## config.mk

```make
export PLATFORM = sky130hd
export DESIGN_NAME = mips32_fetch_queue
export DESIGN_NICKNAME = d
export VERILOG_FILES = /design/src/rtl/mips32_fetch_queue.sv
export SDC_FILE = /design/constraint.sdc
export NUM_CORES = 1
export LEC_CHECK = 0
export BUFFER_PORTS_ARGS = -buffer_cell sky130_fd_sc_hd__buf_4
export CAP_MARGIN = 20
export CORE_UTILIZATION = 45
export DETAILED_ROUTE_END_ITERATION = 10
export PLACE_DENSITY = 0.61
export SLEW_MARGIN = 20
export SYNTH_ARGS = -nofsm -noshare
export SYNTH_HDL_FRONTEND = slang
export SYNTH_SLANG_ARGS = --single-unit
```

## constraint.sdc

```tcl
create_clock -name clk -period 4.1 [get_ports clk]
set_clock_uncertainty 0.1 [all_clocks]
set_input_delay 0.205 -clock clk [delete_from_list [all_inputs] [get_ports clk]]
set_output_delay 0.205 -clock clk [all_outputs]
set_load 0.1 [all_outputs]
```

## src/rtl/mips32_fetch_queue.sv

```systemverilog
//------------------------------------------------------------------------------
// Module      : mips32_fetch_queue
// Description : Instruction prefetch queue sitting upstream of the IF/ID latch.
//               Issues word-addressed reads ahead of demand. Buffers the
//               returned words with their next-PC in an in-order FIFO and
//               hands them to decode over a valid/ready handshake. Flushes on
//               branch redirect and stops fetching on halt.
// Parameters  : DEPTH    - FIFO entries; also the in-flight + buffered credit
//                          limit (power of two, >= 2)
//               AW       - instruction word-address width
//               RESET_PC - fetch address after reset
// Ports       : clk, rst_n             clock, async active-low reset
//               imem_req_valid/addr/ready   instruction memory request
//               imem_rsp_valid/data         in-order read response
//               redirect_valid/redirect_pc  taken-branch restart
//               halt                        stop issuing requests
//               out_valid/out_ir/out_npc/out_ready  decode-side handshake
//               occupancy                   buffered entries
// Macro       : FETCHQ_BYPASS_EN - when defined, a response arriving at an
//               empty FIFO is presented combinationally in the same cycle.
// Revision    : 1.0 - initial release
//------------------------------------------------------------------------------
`default_nettype none

module mips32_fetch_queue #(
   parameter int          DEPTH    = 4,
   parameter int          AW       = 10,
   parameter int unsigned RESET_PC = 0
) (
   input  logic                     clk,
   input  logic                     rst_n,
   output logic                     imem_req_valid,
   output logic [AW-1:0]            imem_req_addr,
   input  logic                     imem_req_ready,
   input  logic                     imem_rsp_valid,
   input  logic [31:0]              imem_rsp_data,
   input  logic                     redirect_valid,
   input  logic [AW-1:0]            redirect_pc,
   input  logic                     halt,
   output logic                     out_valid,
   output logic [31:0]              out_ir,
   output logic [31:0]              out_npc,
   input  logic                     out_ready,
   output logic [$clog2(DEPTH):0]   occupancy
);

   localparam int PW = $clog2(DEPTH);
   localparam int CW = PW + 1;
   localparam logic [CW-1:0] ONE_C   = CW'(1);
   localparam logic [CW:0]   DEPTH_C = (CW+1)'(DEPTH);

   typedef enum logic {
      S_FETCH  = 1'b0,
      S_HALTED = 1'b1
   } state_t;

   state_t        state_q;
   logic [AW-1:0] pc_q;
   logic [CW-1:0] inflight_q, inflight_d;
   logic [CW-1:0] drop_q;
   logic [CW-1:0] count_q, count_d;
   logic [PW-1:0] rd_ptr_q, wr_ptr_q;
   logic [PW-1:0] tag_rd_q, tag_wr_q;
   logic [31:0]   ir_mem_q  [DEPTH];
   logic [AW-1:0] npc_mem_q [DEPTH];
   logic [AW-1:0] tag_mem_q [DEPTH];

   logic [AW-1:0] pc_inc;
   logic [CW:0]   used;
   logic          credit_ok;
   logic          req_fire;
   logic          rsp_keep;
   logic          rsp_drop;
   logic          head_valid;
   logic          fifo_push;
   logic          fifo_pop;
   logic [AW-1:0] npc_sel;

   // npc is computed AW-wide so it wraps with the address space
   assign pc_inc = pc_q + AW'(1);

   // Credit covers buffered entries plus every outstanding request,
   // including the ones that will be dropped, so the FIFO can never overflow.
   assign used      = {1'b0, count_q} + {1'b0, inflight_q};
   assign credit_ok = (used < DEPTH_C);

   assign imem_req_valid = (state_q == S_FETCH) && !halt && credit_ok;
   assign imem_req_addr  = pc_q;
   assign req_fire       = imem_req_valid && imem_req_ready;

   // A response in the redirect cycle belongs to the flushed stream.
   assign rsp_drop   = imem_rsp_valid && ((drop_q != '0) || redirect_valid);
   assign rsp_keep   = imem_rsp_valid && (drop_q == '0) && !redirect_valid;
   assign head_valid = (count_q != '0);

`ifdef FETCHQ_BYPASS_EN
   logic bypass;

   assign bypass    = rsp_keep && !head_valid;
   assign out_valid = head_valid || bypass;
   assign out_ir    = bypass ? imem_rsp_data : ir_mem_q[rd_ptr_q];
   assign npc_sel   = bypass ? tag_mem_q[tag_rd_q] : npc_mem_q[rd_ptr_q];
   // A bypassed word taken by the consumer never touches the storage.
   assign fifo_push = rsp_keep && !(bypass && out_ready);
   assign fifo_pop  = head_valid && out_ready;
`else
   assign out_valid = head_valid;
   assign out_ir    = ir_mem_q[rd_ptr_q];
   assign npc_sel   = npc_mem_q[rd_ptr_q];
   assign fifo_push = rsp_keep;
   assign fifo_pop  = head_valid && out_ready;
`endif

   assign out_npc   = 32'(npc_sel);
   assign occupancy = count_q;

   always_comb begin
      inflight_d = inflight_q;
      if (req_fire) begin
         inflight_d = inflight_d + ONE_C;
      end
      if (imem_rsp_valid) begin
         inflight_d = inflight_d - ONE_C;
      end
   end

   always_comb begin
      count_d = count_q;
      if (fifo_push) begin
         count_d = count_d + ONE_C;
      end
      if (fifo_pop) begin
         count_d = count_d - ONE_C;
      end
   end

   always_ff @(posedge clk or negedge rst_n) begin
      if (!rst_n) begin
         state_q    <= S_FETCH;
         pc_q       <= AW'(RESET_PC);
         inflight_q <= '0;
         drop_q     <= '0;
         count_q    <= '0;
         rd_ptr_q   <= '0;
         wr_ptr_q   <= '0;
         tag_rd_q   <= '0;
         tag_wr_q   <= '0;
         for (int i = 0; i < DEPTH; i++) begin
            ir_mem_q[i]  <= '0;
            npc_mem_q[i] <= '0;
            tag_mem_q[i] <= '0;
         end
      end else begin
         inflight_q <= inflight_d;
         if (redirect_valid) begin
            // Everything still outstanding next cycle, including a request
            // accepted right now, returns stale data and must be discarded.
            state_q  <= S_FETCH;
            pc_q     <= redirect_pc;
            drop_q   <= inflight_d;
            count_q  <= '0;
            rd_ptr_q <= '0;
            wr_ptr_q <= '0;
            tag_rd_q <= '0;
            tag_wr_q <= '0;
         end else begin
            if (halt) begin
               state_q <= S_HALTED;
            end
            if (req_fire) begin
               pc_q                <= pc_inc;
               tag_mem_q[tag_wr_q] <= pc_inc;
               tag_wr_q            <= tag_wr_q + PW'(1);
            end
            if (rsp_drop) begin
               drop_q <= drop_q - ONE_C;
            end
            if (rsp_keep) begin
               tag_rd_q <= tag_rd_q + PW'(1);
            end
            if (fifo_push) begin
               ir_mem_q[wr_ptr_q]  <= imem_rsp_data;
               npc_mem_q[wr_ptr_q] <= tag_mem_q[tag_rd_q];
               wr_ptr_q            <= wr_ptr_q + PW'(1);
            end
            if (fifo_pop) begin
               rd_ptr_q <= rd_ptr_q + PW'(1);
            end
            count_q <= count_d;
         end
      end
   end

endmodule

`default_nettype wire

```

==> impl_results.md <==
- # nets final: 949
- Worst-Margin Slew: 0.925 ns
- Worst reg2reg path startpoint: drop_q[0]$_DFFE_PN0P_
- Core area: 23600 um^2
- Critical path launch point type: flop
- CTS hold repair buffers: 52
- Register-to-register setup slack: 1.09 ns
- Initial DRC count: 262
- Combinational family with the most area after synthesis: multiplexers
- CP required: 4.40 ns
- Cell Area, Synth: 10900 um^2
- Mux contribution to synthesized area: 0.329
- Simple-gate share of the synthesized area: 0.0370
- Global-route usage over all layers: 0.191
- Final Cycle Share: 0.733
- First-pass GRT wire length: 37.1 mm
- Seq/Total Area, Yosys: 0.542
- EDFF count, synth: 0
- HPWL after DPL: 14.4 mm
- CTS Sinks: 236
- Die area: 24800 um^2
- Finished Cell Area: 13300 um^2
- Setup tns final: 0 ns
- Fmax: 0.333 GHz
- Largest net degree at the start of global routing: 119
- DRT antenna net count: 0
- Total power draw: 8.94 mW
- Hold/Removal Path Class: in -> reg
- Primary FF master, synth: dfrtp_1
- Synth top area share: 0.542
- I/O Buffers: 105
- Pre-antenna DRT Iters: 4
- P&R area growth vs syn: 22.5%
- Worst setup path class: reg -> reg
- Fraction of registers with async set/reset: 1.00
- Placer Congestion: 0.757
- Final WL: 22.5 mm
- Synth area leaders: dfrtp_1 (54%), mux2_2 (21%), mux4_2 (11%)
- Clock buffer depth: 3
- Final Setup Violations: 0
- Final hold vios: 0
- Final Util: 0.565
- Post-synthesis adder-cell area fraction: 0.0207
- FF-to-FF End: ir_mem_q[10]$_DFFE_PN0P_
- CTS Buf Count: 26
- Die H: 158 um
- Htree depth: 1
- Chip width: 158 um
- Complex-gate fraction of the synthesized area: 0.0132
- CTS clk-pin slew, worst paths: 0.06 ns
- Min Hold Slack: 0.126 ns
- DR DRC count: 0
- CP Capture Type: flop
- Share of layout cells above drive strength 1: 0.477
- Wirelength per Cell: 18.4 um
- Most numerous cell in the Yosys netlist: dfrtp_1
- Min Tclk post-route: 3.01 ns
- Fin cells: 1221
- Area after DPL: 12000 um^2
- Max-Cap Viols: 0
- Vias per inst: 5.29
- Placed cells: 1121
- Crit path to: ir_mem_q[10]$_DFFE_PN0P_
- CTS tree: done
- Final Max Tran Viols: 0
- Setup WS pre-CTS: 1.05 ns
- Post-CTS Setup Inserts: 0
- Initial antenna violation count: 0
- FF-to-FF path depth: 7
- Cell Rows: 56
- Cells after synthesis: 725
- CP arrival: 3.30 ns
- CP startpoint: drop_q[0]$_DFFE_PN0P_
- GR Overflow Total: 0
- Pwr/cell area: 670 nW/um^2
- Ant. Diodes: 0
- Starting density of the core: 0.461
- RSZ-0062 raised after global routing: no
- Vias: 6457
- Peak supply drop: 0.416 mV
- #FFs+latches synth: 236
- Max FO, Critical Path: 28
- Synth top cells by count: dfrtp_1 (236), mux2_2 (205), mux4_2 (52), buf_4 (22), nand2_1 (22)
- Lkg Pwr: 6.45 nW
- Fillers: 1868
- Synth area leader: dfrtp_1
- Xor and xnor area share after synthesis: 0.0241
- IO Pins: 128
- Syn_area_per_cell: 15.0 um^2
- Worst-Skew Late Latency: 0.53 ns
- Synth unique cells: 43
- Final setup margin: 1.09 ns
- Max_slew headroom: 0.383
- Synth warn: 0
- Run status: finished clean
- Vias in the first global route: 7088
- Cts repair resizes: 0
- Clock root buffer: clkbuf_16
-- worst min path at each step --
| stage | endpoint | from | cells past startpoint |
|---|---|---|---|
| detailed placement | ir_mem_q[16]$_DFFE_PN0P_ | rst_n | 1 |
| CTS | inflight_q[2]$_DFF_PN0_ | imem_req_ready | 4 |
| finish | inflight_q[2]$_DFF_PN0_ | imem_req_ready | 4 |
| global route | inflight_q[2]$_DFF_PN0_ | imem_req_ready | 4 |
| global placement | ir_mem_q[112]$_DFFE_PN0P_ | rst_n | 1 |
| floorplan | drop_q[0]$_DFFE_PN0P_ | rst_n | 0 |
-- placed cells by master, fill, tap and decap left out, types with 9 or more instances in the layout --
| cell type | Yosys | layout |
|---|---|---|
| o21ai_0 | 10 | 10 |
| dlygate4sd3_1 | 0 | 52 |
| mux4_2 | 52 | 52 |
| inv_1 | 12 | 12 |
| nand2_1 | 22 | 18 |
| ha_1 | 18 | 18 |
| xnor2_1 | 19 | 19 |
| mux2i_1 | 9 | 9 |
| clkbuf_16 | 0 | 27 |
| nor2_1 | 20 | 20 |
| mux2_2 | 205 | 205 |
| dfrtp_1 | 236 | 234 |
| nand3_1 | 12 | 12 |
| xor2_1 | 11 | 11 |
| conb_1 | 1 | 22 |
| buf_4 | 22 | 112 |
-- area by class of cell --
class / count / area [um^2] / share of cell area
clock buffer: 38 / 777 / 0.0582
multi-input combinational: 438 / 4710 / 0.353
clock inverter: 10 / 78.8 / 0.00591
inverter: 13 / 48.8 / 0.00366
sequential: 236 / 5910 / 0.443
tap: 319 / 399 / 0.0299
timing repair buffer: 167 / 1420 / 0.106
-- power breakdown --
group          total (mW)  switching, mW  internal (mW)
Combinational        3.68           2.56           1.12
Clock                2.29          0.913           1.37
Sequential           2.98          0.260           2.72
-- logic make-up after synthesis --
logic type,after synthesis
muxes,267
DFF,236
and+or+nand+nor,79
buffers and inverters,72
xor gates and xnor gates,30
AOI/OAI and AO/OA,22
adders and majority gates,18
other,1
-- layer usage --
| layer | global-route usage | vias up | wire [um] |
|---|---|---|---|
| li1 | - | 2908 | - |
| met5 | 0 | - | 0 |
| met3 | 0.0287 | 33 | 905 |
| met2 | 0.321 | 126 | 10900 |
| met1 | 0.261 | 3390 | 10200 |
| met4 | 0.0462 | 0 | 375 |
-- sequential cells by signal (all words and copies together) (netlist names) --
signal / flops
wr_ptr_q: 2
npc_mem_q: 40
tag_mem_q: 40
state_q: 1
imem_req_addr: 10
tag_wr_q: 2
occupancy: 3
ir_mem_q: 128
rd_ptr_q: 2
inflight_q: 3
tag_rd_q: 2
drop_q: 3
-- worst max-delay path, stage by stage, from the launching register on --
cell	delay (ns)
dfrtp_1	0.37
inv_1	0.11
ha_1	0.22
nor4bb_1	0.61
buf_4	0.26
nand2_2	0.48
buf_4	0.44
mux2_2	0.30
Note: power is estimated with default switching activity, not from simulation.
